File: config.mk
export PLATFORM = sky130hd
export DESIGN_NAME = seq_step_controller_flat
export DESIGN_NICKNAME = d
export VERILOG_FILES = /design/src/rtl/seq_step_controller_if.sv /design/src/rtl/seq_step_controller.sv /design/src/flat_wrapper.sv
export SDC_FILE = /design/constraint.sdc
export NUM_CORES = 1
export LEC_CHECK = 0
export ABC_AREA = 1
export CAP_MARGIN = 20
export CORE_UTILIZATION = 47
export CTS_CLUSTER_SIZE = 14
export DETAILED_ROUTE_END_ITERATION = 7
export DONT_BUFFER_PORTS = 1
export PLACE_DENSITY_LB_ADDON = 0.15
export REMOVE_ABC_BUFFERS = 1
export SETUP_SLACK_MARGIN = 0.2
export SLEW_MARGIN = 20
export SYNTH_ARGS = -nofsm -noshare
export SYNTH_HDL_FRONTEND = slang
export SYNTH_SLANG_ARGS = --single-unit
File: constraint.sdc
create_clock -name clk_i -period 2.6 [get_ports clk_i]
set_clock_uncertainty 0.1 [all_clocks]
set_input_delay 0.39 -clock clk_i [delete_from_list [all_inputs] [get_ports clk_i]]
set_output_delay 0.39 -clock clk_i [all_outputs]
set_load 0.02 [all_outputs]
File: src/rtl/seq_step_controller_if.sv
// seq_step_controller_if: control inputs and step/status outputs of the step sequencer
interface seq_step_controller_if #(parameter int NSTEP = 4, parameter int CW = 24);
  logic            start;
  logic            abort;
  logic            mode;
  logic [CW-1:0]   dur;
  logic [NSTEP-1:0] step_out;
  logic [3:0]      step_idx;
  logic            busy;
  logic            done;
  modport master (output start, abort, mode, dur, input step_out, step_idx, busy, done);
  modport slave  (input start, abort, mode, dur, output step_out, step_idx, busy, done);
endinterface

File: src/rtl/seq_step_controller.sv
// seq_step_controller: one-hot step sequencer with a shared down-counter, loop mode and done pulse.
// Define SEQ_RETRIG_EN to let a start event during RUN restart the sequence.
module seq_step_controller #(
  parameter int NSTEP = 4,
  parameter int CW = 24
) (
  input logic clk_i,
  input logic r_n_i,
  seq_step_controller_if.slave bus
);
`ifdef SEQ_RETRIG_EN
  localparam bit RETRIG = 1'b1;
`else
  localparam bit RETRIG = 1'b0;
`endif
  localparam logic [3:0] LAST = 4'(NSTEP - 1);
  localparam logic [CW-1:0] ONE = {{(CW-1){1'b0}}, 1'b1};
  typedef enum logic {IDLE, RUN} state_t;
  state_t state_q;
  logic s1_q, s2_q, s3_q;
  logic [CW-1:0] dur_q, cnt_q;
  logic [3:0] idx_q;
  logic [NSTEP-1:0] step_q;
  logic busy_q, done_q;
  logic start_ev;
  logic [CW-1:0] dur_d;
  assign start_ev = s2_q & ~s3_q;
  assign dur_d = (bus.dur == '0) ? ONE : bus.dur;
  assign bus.step_out = step_q;
  assign bus.step_idx = idx_q;
  assign bus.busy = busy_q;
  assign bus.done = done_q;
  always_ff @(posedge clk_i) begin
    if (!r_n_i) begin
      state_q <= IDLE;
      {s1_q, s2_q, s3_q} <= 3'b000;
      dur_q <= '0;
      cnt_q <= '0;
      idx_q <= '0;
      step_q <= '0;
      busy_q <= 1'b0;
      done_q <= 1'b0;
    end else begin
      {s1_q, s2_q, s3_q} <= {bus.start, s1_q, s2_q};
      done_q <= 1'b0;
      if (bus.abort) begin
        state_q <= IDLE;
        cnt_q <= '0;
        idx_q <= '0;
        step_q <= '0;
        busy_q <= 1'b0;
      end else if (start_ev && (state_q == IDLE || RETRIG)) begin
        state_q <= RUN;
        dur_q <= dur_d;
        cnt_q <= dur_d - ONE;
        idx_q <= '0;
        step_q <= {{(NSTEP-1){1'b0}}, 1'b1};
        busy_q <= 1'b1;
      end else if (state_q == RUN) begin
        // terminal count of a step: advance, wrap in loop mode, or finish the pass
        if (cnt_q != '0) begin
          cnt_q <= cnt_q - ONE;
        end else if (idx_q != LAST) begin
          idx_q <= idx_q + 4'd1;
          cnt_q <= dur_q - ONE;
          step_q <= step_q << 1;
        end else if (bus.mode) begin
          idx_q <= '0;
          cnt_q <= dur_q - ONE;
          step_q <= {{(NSTEP-1){1'b0}}, 1'b1};
        end else begin
          state_q <= IDLE;
          idx_q <= '0;
          step_q <= '0;
          busy_q <= 1'b0;
          done_q <= 1'b1;
        end
      end
    end
  end
endmodule

File: src/flat_wrapper.sv
// flat-port wrapper written by rule: the top's interface ports become plain ports
module seq_step_controller_flat 
#(
  parameter int NSTEP = 4,
  parameter int CW = 24
)
  (clk_i, r_n_i, bus_start, bus_abort, bus_mode, bus_dur, bus_step_out, bus_step_idx, bus_busy, bus_done);
  seq_step_controller_if #(.NSTEP(NSTEP), .CW(CW)) bus_i ();
  input logic clk_i;
  input logic r_n_i;
  input wire logic [$bits(bus_i.start)-1:0] bus_start;
  input wire logic [$bits(bus_i.abort)-1:0] bus_abort;
  input wire logic [$bits(bus_i.mode)-1:0] bus_mode;
  input wire logic [$bits(bus_i.dur)-1:0] bus_dur;
  output wire logic [$bits(bus_i.step_out)-1:0] bus_step_out;
  output wire logic [$bits(bus_i.step_idx)-1:0] bus_step_idx;
  output wire logic [$bits(bus_i.busy)-1:0] bus_busy;
  output wire logic [$bits(bus_i.done)-1:0] bus_done;
  assign bus_i.start = bus_start;
  assign bus_i.abort = bus_abort;
  assign bus_i.mode = bus_mode;
  assign bus_i.dur = bus_dur;
  assign bus_step_out = bus_i.step_out;
  assign bus_step_idx = bus_i.step_idx;
  assign bus_busy = bus_i.busy;
  assign bus_done = bus_i.done;
  seq_step_controller #(.NSTEP(NSTEP), .CW(CW)) u_core (.clk_i(clk_i), .r_n_i(r_n_i), .bus(bus_i));
endmodule
# After elaboration in Yosys (flattened, before gate mapping)
# Cells that the tools add are included.
dict set report totals {
  reg_bits 62
  in_bits 29
  out_inout_bits 10
  word_cells 61
}
dict set report op_classes {
  n_addsub 4
  eq_ne 4
  mux 23
  bitwise 6
  n_reduce_logical 13
}
# op n
set ops {}
lappend ops {{$mux W24} 6}
lappend ops {{$sub A24 B1 Y24 const B} 3}
lappend ops {{$logic_not A24 Y1} 1}
lappend ops {{$reduce_bool A24 Y1} 1}
lappend ops {{$mux W1} 15}
lappend ops {{$mux W4} 2}
lappend ops {{$reduce_and A2 Y1} 4}
lappend ops {{$ne A2 B1 Y1 const B} 3}
lappend ops {{$reduce_or A6 Y1} 1}
lappend ops {{$not A1 Y1} 5}
lappend ops {{$add A4 B1 Y4 const B} 1}
lappend ops {{$ne A4 B2 Y1 const B} 1}
lappend ops {{$reduce_and A4 Y1} 1}
lappend ops {{$reduce_bool A4 Y1} 1}
lappend ops {{$reduce_or A3 Y1} 1}
lappend ops {{$reduce_bool A2 Y1} 1}
lappend ops {{$reduce_or A2 Y1} 1}
lappend ops {{$and A1 B1 Y1} 1}
lappend ops {{$logic_and A1 B1 Y1} 1}

# Longest topological paths before layout
# Gate-level depths: netlist of the first run.
dict set report depth {
  word_depth 6
  ltp_mapped 18
  depth_no_buf 18
}

# Worst setup path after synthesis of the first run
# Ideal clock, no wire load.
dict set report synth_timing {
  path_type {reg2reg}
  start {register u_core.cnt_q[3]}
  end {register u_core.cnt_q[18]}
  setup_time_ns 0.109
  t_arrival_ns 2.137
  setup_slack_ns 0.254
  path_stages_with_launch 19
  synth_period_minus_slack_ns 2.346
  cell_sequence {dfxtp_1 -> nor2_1 -> nand2_1 -> nor2_2 -> nand3_4 -> buf_6 -> nand3_1 -> nand3_2 -> inv_1 -> ha_1 -> nand4_1 -> nor2_1 -> nand3_1 -> nor2_1 -> nand2_1 -> nand2_1 -> nand3_1 -> nand2_1 -> inv_1}
}
dict set report synth_between {
  elab_chain_cells 4
  word_cells_on_any_way 7
  cone_classes {add/sub (1); mux (3); reduce/logical (3)}
}
# item line
set synth_rtl {}
lappend synth_rtl {{from (decl)} seq_step_controller.sv:21} ;# logic [CW-1:0] dur_q, cnt_q;
lappend synth_rtl {{from (signal assigned)} seq_step_controller.sv:55} ;# cnt_q <= dur_d - ONE;
lappend synth_rtl {{from (signal assigned)} seq_step_controller.sv:62} ;# cnt_q <= cnt_q - ONE;
lappend synth_rtl {{from (signal assigned)} seq_step_controller.sv:65} ;# cnt_q <= dur_q - ONE;
lappend synth_rtl {{$sub A24 B1 Y24 or $reduce_bool A24 Y1 (tied branches)} {seq_step_controller.sv:62, seq_step_controller.sv:61}}
lappend synth_rtl {{$mux W24} seq_step_controller.sv:61} ;# if (cnt_q != '0) begin
lappend synth_rtl {{$mux W24} seq_step_controller.sv:59} ;# end else if (state_q == RUN) begin
lappend synth_rtl {{$mux W24} seq_step_controller.sv:52} ;# end else if (start_ev && (state_q == IDLE || RETRIG)) begin
# Parallel ways exist; a longest one is shown, timed or not. The select of a mux whose other input is x is not followed.
# A chain may end at the register's enable or synchronous reset.

# Worst setup path after layout of the first run
dict set report layout_timing {
  start {register u_core.cnt_q[21]}
  end {register u_core.cnt_q[2]}
}
dict set report layout_between {
  elab_chain_cells 4
  word_cells_on_any_way 6
  cone_classes {mux (3); reduce/logical (3)}
}
# item line
set layout_rtl {}
lappend layout_rtl {{$reduce_bool A24 Y1 (*)} seq_step_controller.sv:61}
lappend layout_rtl {{$mux W24} seq_step_controller.sv:61}
lappend layout_rtl {{$mux W24} seq_step_controller.sv:59}
lappend layout_rtl {{$mux W24} seq_step_controller.sv:52}
# Every way passes the cells marked *; elsewhere a longest branch is shown, timed or not. The select of a mux whose other input is x is not followed.

==> out/metrics.yaml, run 1 <==
status: "finished clean"
worstSetupPathType: "flop to flop"
p_leak_uw: 0.00220
ys_ff_latch: 62
dpl.hpwl_mm: 6.75
wl_met3_um: 444
clk_pin_slew_worst_paths_ns: 0.07
setup_viol: 0
overflow: 0
wl_per_cell_um: 14.3
finalCritPeriodShare: 0.919
fin_area_um2: 4570
grtUsageTotal: 0.250
ff2ff_path_depth: 18
worstPathCellList: "nor2_1, nand2_2, nor2_4, nand3_4, nor2_4, nand2_1, nand2_1, nor2_2, ha_2, nand4_1, buf_4, buf_6, buf_6, buf_6, buf_6, nand3_2, o211ai_1, inv_1"
fmax_ghz: 0.419
crit-reg2reg-launch: "u_core.cnt_q[21]$_SDFFE_PP0P_"
fin_util: 0.591
crit_path_start_kind: "flop"
wl_met1_mm: 4.60
ys_seq_area_frac: 0.331
cts.sinks: 62
cts_tree: "done"
rsz0062_at_grt: "true"
crit_start: "u_core.cnt_q[21]$_SDFFE_PP0P_"
core_um2: 7730
grt_pass1_wl_mm: 16.4
min_path_type: "input port to flop"
post_dp_cell_area_um2: 3880
antenna-diode-count: 0
insertion_delay_ns: 0.35
total_power_uw: 2640
root_buffer: "clkbuf_8"
io_pins: 39
end_kind: "flop"
portBuffers: 0
areaGrowthSynthToFinish_pct: 22.0
r2r_setup_slack_ns: 0.21
cpMostUsedCell: "buf_6"
fin_crit_ns: 2.39
slowest_stage: "dfxtp_2"
rows: 32
drive_above_1_share: 0.275
critPathCapture: "u_core.cnt_q[2]$_SDFFE_PP0P_"
drt-initial-drc-count: 191
drc_errors: 0
totalWireLength_mm: 10.1
gp_congestion: 0.919
grt_max_degree: 48
relSlewSlack: 0.717
htree_levels: 3
syn_inst: 564
hold_viol: 0
drv_slew: 0
worstPathRequired_ns: 2.74
power_per_cell_area_nw_per_um2: 578
antenna_found_initial: 0
die_h_um: 91.3
crit-reg2reg-capture: "u_core.cnt_q[2]$_SDFFE_PP0P_"
clockBufferDepth: 2
numCtsBuffers: 9
antenna_left: 0
synth_cell_types: 34
num_vias: 3724
dr_wl_met2_mm: 4.85
start_util: 0.485
grt_pass1_vias: 3429
maxCapViolations: 0
crit_arrival_ns: 2.53
dr.pass1.iters: 5
nets: 629
critical_path.max_stage_delay_ns: 0.33
viasPerCell: 5.28
peakVddDrop_mv: 0.459
highest_layer: "met4"
worst_slew_pin_slew_ns: 0.424
ys_warn_count: 0
syn_area_per_cell_um2: 6.64
die_x_um: 91.3
syn_area_um2: 3750
dieArea_um2: 8330
holdBufCountCts: 0
critPathMaxFanout: 6
worst min path at each step:
| stage | from | to | slack [ns] | cells after the start |
|---|---|---|---|---|
| 2_1_floorplan | u_core.s1_q$_SDFF_PN0_ | u_core.s2_q$_SDFF_PN0_ | 0.29 | 2 |
| 3_3_place_gp | u_core.s1_q$_SDFF_PN0_ | u_core.s2_q$_SDFF_PN0_ | 0.30 | 2 |
| 3_5_place_dp | u_core.s1_q$_SDFF_PN0_ | u_core.s2_q$_SDFF_PN0_ | 0.30 | 2 |
| 4_1_cts | r_n_i | u_core.s2_q$_SDFF_PN0_ | 0.03 | 2 |
| 5_1_grt | bus_start | u_core.s1_q$_SDFF_PN0_ | 0.04 | 2 |
| 6_report | bus_start | u_core.s1_q$_SDFF_PN0_ | 0.04 | 2 |
cells in the mapped netlist (all sizes together):
library cell	n	area, um^2
buf	13	95.1
dfxtp	62	1240
nor2	87	412
o21a	1	7.51
xor2	3	26.3
inv	85	319
o21bai	6	45.0
clkbuf	10	37.5
xnor2	3	26.3
nand3b	4	33.8
a31oi	3	18.8
a21oi	36	191
nand2	104	400
nand4	13	81.3
ha	2	25.0
or2	2	12.5
o21ai	46	230
nor3	3	20.0
nand3	76	485
o211ai	3	22.5
a211oi	2	15.0
per-stage QoR:
step           setup TNS, ns  std cells  setup WS [ns]  hold WS, ns
6_report                   0        705          0.211       0.0369
5_1_grt                    0        705         0.0416       0.0409
4_1_cts                    0        687          0.160       0.0269
3_5_place_dp          -0.118        659        -0.0911        0.301
3_3_place_gp         -0.0910        659        -0.0799        0.303
2_1_floorplan         -32.06        541         -0.998        0.290
layer usage:
metal | vias up | global-route usage
li1 | 1890 | -
met1 | 1725 | 0.306
met2 | 91 | 0.417
met3 | 18 | 0.0519
met4 | 0 | 0.122
met5 | - | 0
timing repair:
item | 4_1_cts | 5_1_grt
setup buffers | 12 | 17
endpoints found under the setup margin | 16 | 21
gates cloned | 0 | 1
gates resized for setup | 14 | 72
pin swaps | 15 | 34
final cells by class:
type	instances	area (um^2)
Timing Repair Buffer	45	382
Tap cell	102	128
Sequential cell	62	1260
Fill cell	740	3160
Clock inverter	6	37.5
Clock buffer	10	138
Multi-Input combinational cell	395	2300
Inverter	85	324
sequential cells by signal, summed over array words and instances, names as in the netlist:
signal	cells
u_core.s2_q	1
u_core.bus.busy	1
u_core.bus.step_idx	4
u_core.cnt_q	24
u_core.state_q	1
u_core.s1_q	1
u_core.dur_q	24
u_core.bus.step_out	4
u_core.s3_q	1
u_core.bus.done	1
critical path: cells and delay by family (launching register included):
kind	cells	cell delay (ns)
AOI/OAI and AO/OA	1	0.10
buffers and inverters	6	0.53
and+or+nand+nor	10	1.07
adders and majority gates	1	0.17
DFF	1	0.33
layout by cell type, fill, tap and decap left out, types with 2 or more instances in the layout:
master,Yosys,final
nand2_1,102,92
inv_1,83,82
nor2_1,65,49
dfxtp_1,62,48
nand3_1,58,45
o21ai_0,43,43
buf_4,2,37
a21oi_1,35,35
nand3_2,16,25
nor2_4,6,20
nor2_2,16,19
dfxtp_2,0,14
nand4_1,13,13
nand2_2,1,10
clkbuf_8,0,10
nand3_4,2,6
o21bai_1,6,6
buf_6,4,5
o211ai_1,3,3
xnor2_1,3,3
a31oi_1,3,3
xor2_1,3,3
o21ai_1,3,3
nand3b_1,3,3
clkinvlp_4,0,3
clkinv_2,0,3
inv_4,0,2
nor3_1,2,2
or2_2,2,2
nand2_4,1,2
a211oi_1,2,2
buf_12,0,2
logic make-up (layout without fill, tap and decap cells):
family,after synthesis,count (layout),share of synthesized area
and+or+nand+nor,289,290,0.386
AOI/OAI and AO/OA,97,97,0.142
DFF,62,62,0.331
adders and majority gates,2,2,0.00668
xor gates and xnor gates,6,6,0.0140
buffers and inverters,108,146,0.121
where the power goes:
group / internal, uW / switching (uW)
logic: 357 / 521
registers: 979 / 21.1
clock network: 366 / 400
total: 1700 / 942
No activity file was read; power rests on OpenSTA's default activity.
==> run 2, diff against run 1 <==
--- a/config.mk
+++ b/config.mk
@@ -6,8 +6,10 @@
 export NUM_CORES = 1
 export LEC_CHECK = 0
 export ABC_AREA = 1
+export ABC_CLOCK_PERIOD_IN_PS = 2600
 export CAP_MARGIN = 20
-export CORE_UTILIZATION = 47
+export CORE_UTILIZATION = 55
+export CTS_CLUSTER_DIAMETER = 50
 export CTS_CLUSTER_SIZE = 14
 export DETAILED_ROUTE_END_ITERATION = 7
 export DONT_BUFFER_PORTS = 1
==> run 2 against run 1 <==
Global-route usage grew 4.2 points. Largest power group unchanged. Combinational power is 12% higher. Via count increased by 6.8%. Core utilization grew 15 points. Non-clock buffer count fell by 4. Register-to-register slack lost 0.09 ns. Critical endpoint is now u_core.cnt_q[9]$_SDFFE_PP0P_. The flow now finishes with violations (DRC). Cell area grew 4.4%. First-iteration DRC count is 62% higher. Clock-buffer cell count down 1.
==> out/metrics.yaml, run 2 (synthesis gave the netlist of run 1 again) <==
status: "complete, but fails checks"
violations: "DRC"
viasPerCell: 5.87  # +11%
start_util: 0.580  # +0.0952
num_vias: 3976  # +6.8%
clk_pin_slew_worst_paths_ns: 0.08  # about the same
die_h_um: 84.5  # -7.4%
largest_registers: "u_core.cnt_q x24, u_core.dur_q x24"
areaGrowthSynthToFinish_pct: 27.4
cts.sinks: 62  # unchanged
htree_levels: 3  # unchanged
portBuffers: 0  # unchanged
antenna-diode-count: 0  # unchanged
holdBufCountCts: 0  # unchanged
grtUsageTotal: 0.292  # +0.0417
drc_errors: 2  # +2
rsz0062_at_grt: "true"
p_leak_uw: 0.00226  # +2.8%
nFillCells: 460  # -38%
hold_viol: 0  # unchanged
rows: 29  # -9.4%
worstSetupPathType: "flop to flop"
worst_slew_pin_slew_ns: 0.427  # +0.00341 ns
dp_cells: 632  # -4.1%
io_pins: 39  # unchanged
clockBufferDepth: 2  # unchanged
crit_arrival_ns: 2.67  # +0.14 ns
overflow: 0  # unchanged
critPathMaxFanout: 5  # -1
maxCapViolations: 0  # unchanged
crit_path_start_kind: "flop"
power_per_cell_area_nw_per_um2: 598  # +3.4%
multiInputGateArea_um2: 2530  # +9.8%
fin_cells: 677  # -4.0%
grt_pass1_wl_mm: 16.5  # +0.71%
dieArea_um2: 7150  # -14%
totalWireLength_mm: 11.5  # +14%
drive_above_1_share: 0.307  # +0.0314
dpl.hpwl_mm: 6.54  # -3.1%
min_path_type: "input port to flop"
cts_tree: "done"
finalSetupTns_ns: 0  # unchanged
insertion_delay_ns: 0.36  # about the same
die_x_um: 84.5  # -7.4%
fmax_ghz: 0.404  # -3.5%
numCtsBuffers: 9  # unchanged
nets: 626  # -0.48%
antenna_left: 0  # unchanged
total_power_uw: 2850  # +8.0%
antenna_found_initial: 0  # unchanged
drt-initial-drc-count: 309  # +62%
seq_area_um2: 1250  # -0.40%
detailedPlace.worstSlack_ns: 0.0439  # +0.135 ns
peakVddDrop_mv: 0.392  # -14%
gp_congestion: 0.945  # +2.9%
final_common_cell: "nand2_1"
fin_crit_ns: 2.48  # +0.0873 ns
grt_max_degree: 43  # -10%
dr.pass1.iters: 7  # +2
setup_ws_ns: 0.124  # -0.0873 ns
worstPathRequired_ns: 2.80  # +0.06 ns
relSlewSlack: 0.715  # -0.00227
drv_slew: 0  # unchanged
root_buffer: "clkbuf_8"
grt_pass1_vias: 3533  # +3.0%
wl_per_cell_um: 17.0  # +19%
core_um2: 6460  # -16%
finalCritPeriodShare: 0.952  # +0.0336
mostFrequentLayoutCells: "85 x nand2_1, 79 x inv_1, 54 x dfxtp_1, 45 x nor2_1, 42 x o21ai_0"
whs_ns: 0.0245  # -0.0124 ns
setup_viol: 0  # unchanged
end_kind: "flop"
==> run 2: cell count changes in the layout (fill, tap and decap cells not counted), moves of 4 or more <==
cell,previous run,this run
dfxtp_1,48,54
buf_4,37,33
nor2_2,19,15
nand3_1,45,38
nand3_4,6,12
nand2_2,10,15
nor2_1,49,45
nor2_4,20,28
dfxtp_2,14,7
nand2_1,92,85
==> run 2: power breakdown <==
group          internal [uW]  leakage [uW]  switching [uW]
clock                    443     0.0000914             430
sequential               977      0.000507            23.1
combinational            374       0.00167             607
total                   1790       0.00226            1060
==> run 2: worst max-delay path: stages (launching register included) <==
cell     delay, ns
dfxtp_4       0.37
nor2_4        0.11
nand2_2       0.07
nor2_4        0.19
nand3_4       0.16
buf_4         0.17
buf_4         0.13
nand3_1       0.11
nand3_4       0.14
nor2_4        0.11
nand2_2       0.10
nor2_4        0.14
buf_4         0.13
nand2_1       0.07
nor2_1        0.11
nor2_1        0.07
a21oi_1       0.11
==> run 2: worst paths after layout <==
kind                            startpoint                           end  slack [ns]  depth (start not counted)
min                                  r_n_i        u_core.s2_q$_SDFF_PN0_        0.02                          2
min reg2reg         u_core.s1_q$_SDFF_PN0_        u_core.s2_q$_SDFF_PN0_        0.31                          2
max reg2reg  u_core.cnt_q[23]$_SDFFE_PP0P_  u_core.cnt_q[9]$_SDFFE_PP0P_        0.12                         16
max          u_core.cnt_q[23]$_SDFFE_PP0P_  u_core.cnt_q[9]$_SDFFE_PP0P_        0.12                         16
==> run 2: stage by stage <==
step | utilization | cell area (um^2)
after floorplan | - | 3610
after global placement | 0.593 | 3830
after detailed placement | 0.593 | 3830
after CTS | 0.658 | 4250
after global routing | 0.739 | 4770
final | 0.739 | 4770
==> run 2: timing repair <==
item	CTS	global route
resized for setup	25	103
pin swaps	17	49
cloned	2	0
endpoints found under the setup margin	15	21
setup buffers	13	14
==> run 2: cell type report <==
class / count / share of cell area
Multi-Input combinational cell: 396 / 0.530
Clock buffer: 9 / 0.0260
Timing Repair Buffer: 41 / 0.0763
Sequential cell: 62 / 0.263
Tap cell: 77 / 0.0202
Clock inverter: 7 / 0.0157
Inverter: 85 / 0.0690
==> run 2: per-layer routing <==
layer | track usage | up-vias | share of wire
met5 | 0 | - | 0
met4 | 0.133 | 0 | 0.040
met3 | 0.0737 | 50 | 0.082
met2 | 0.466 | 203 | 0.47
met1 | 0.372 | 1832 | 0.41
li1 | - | 1891 | -
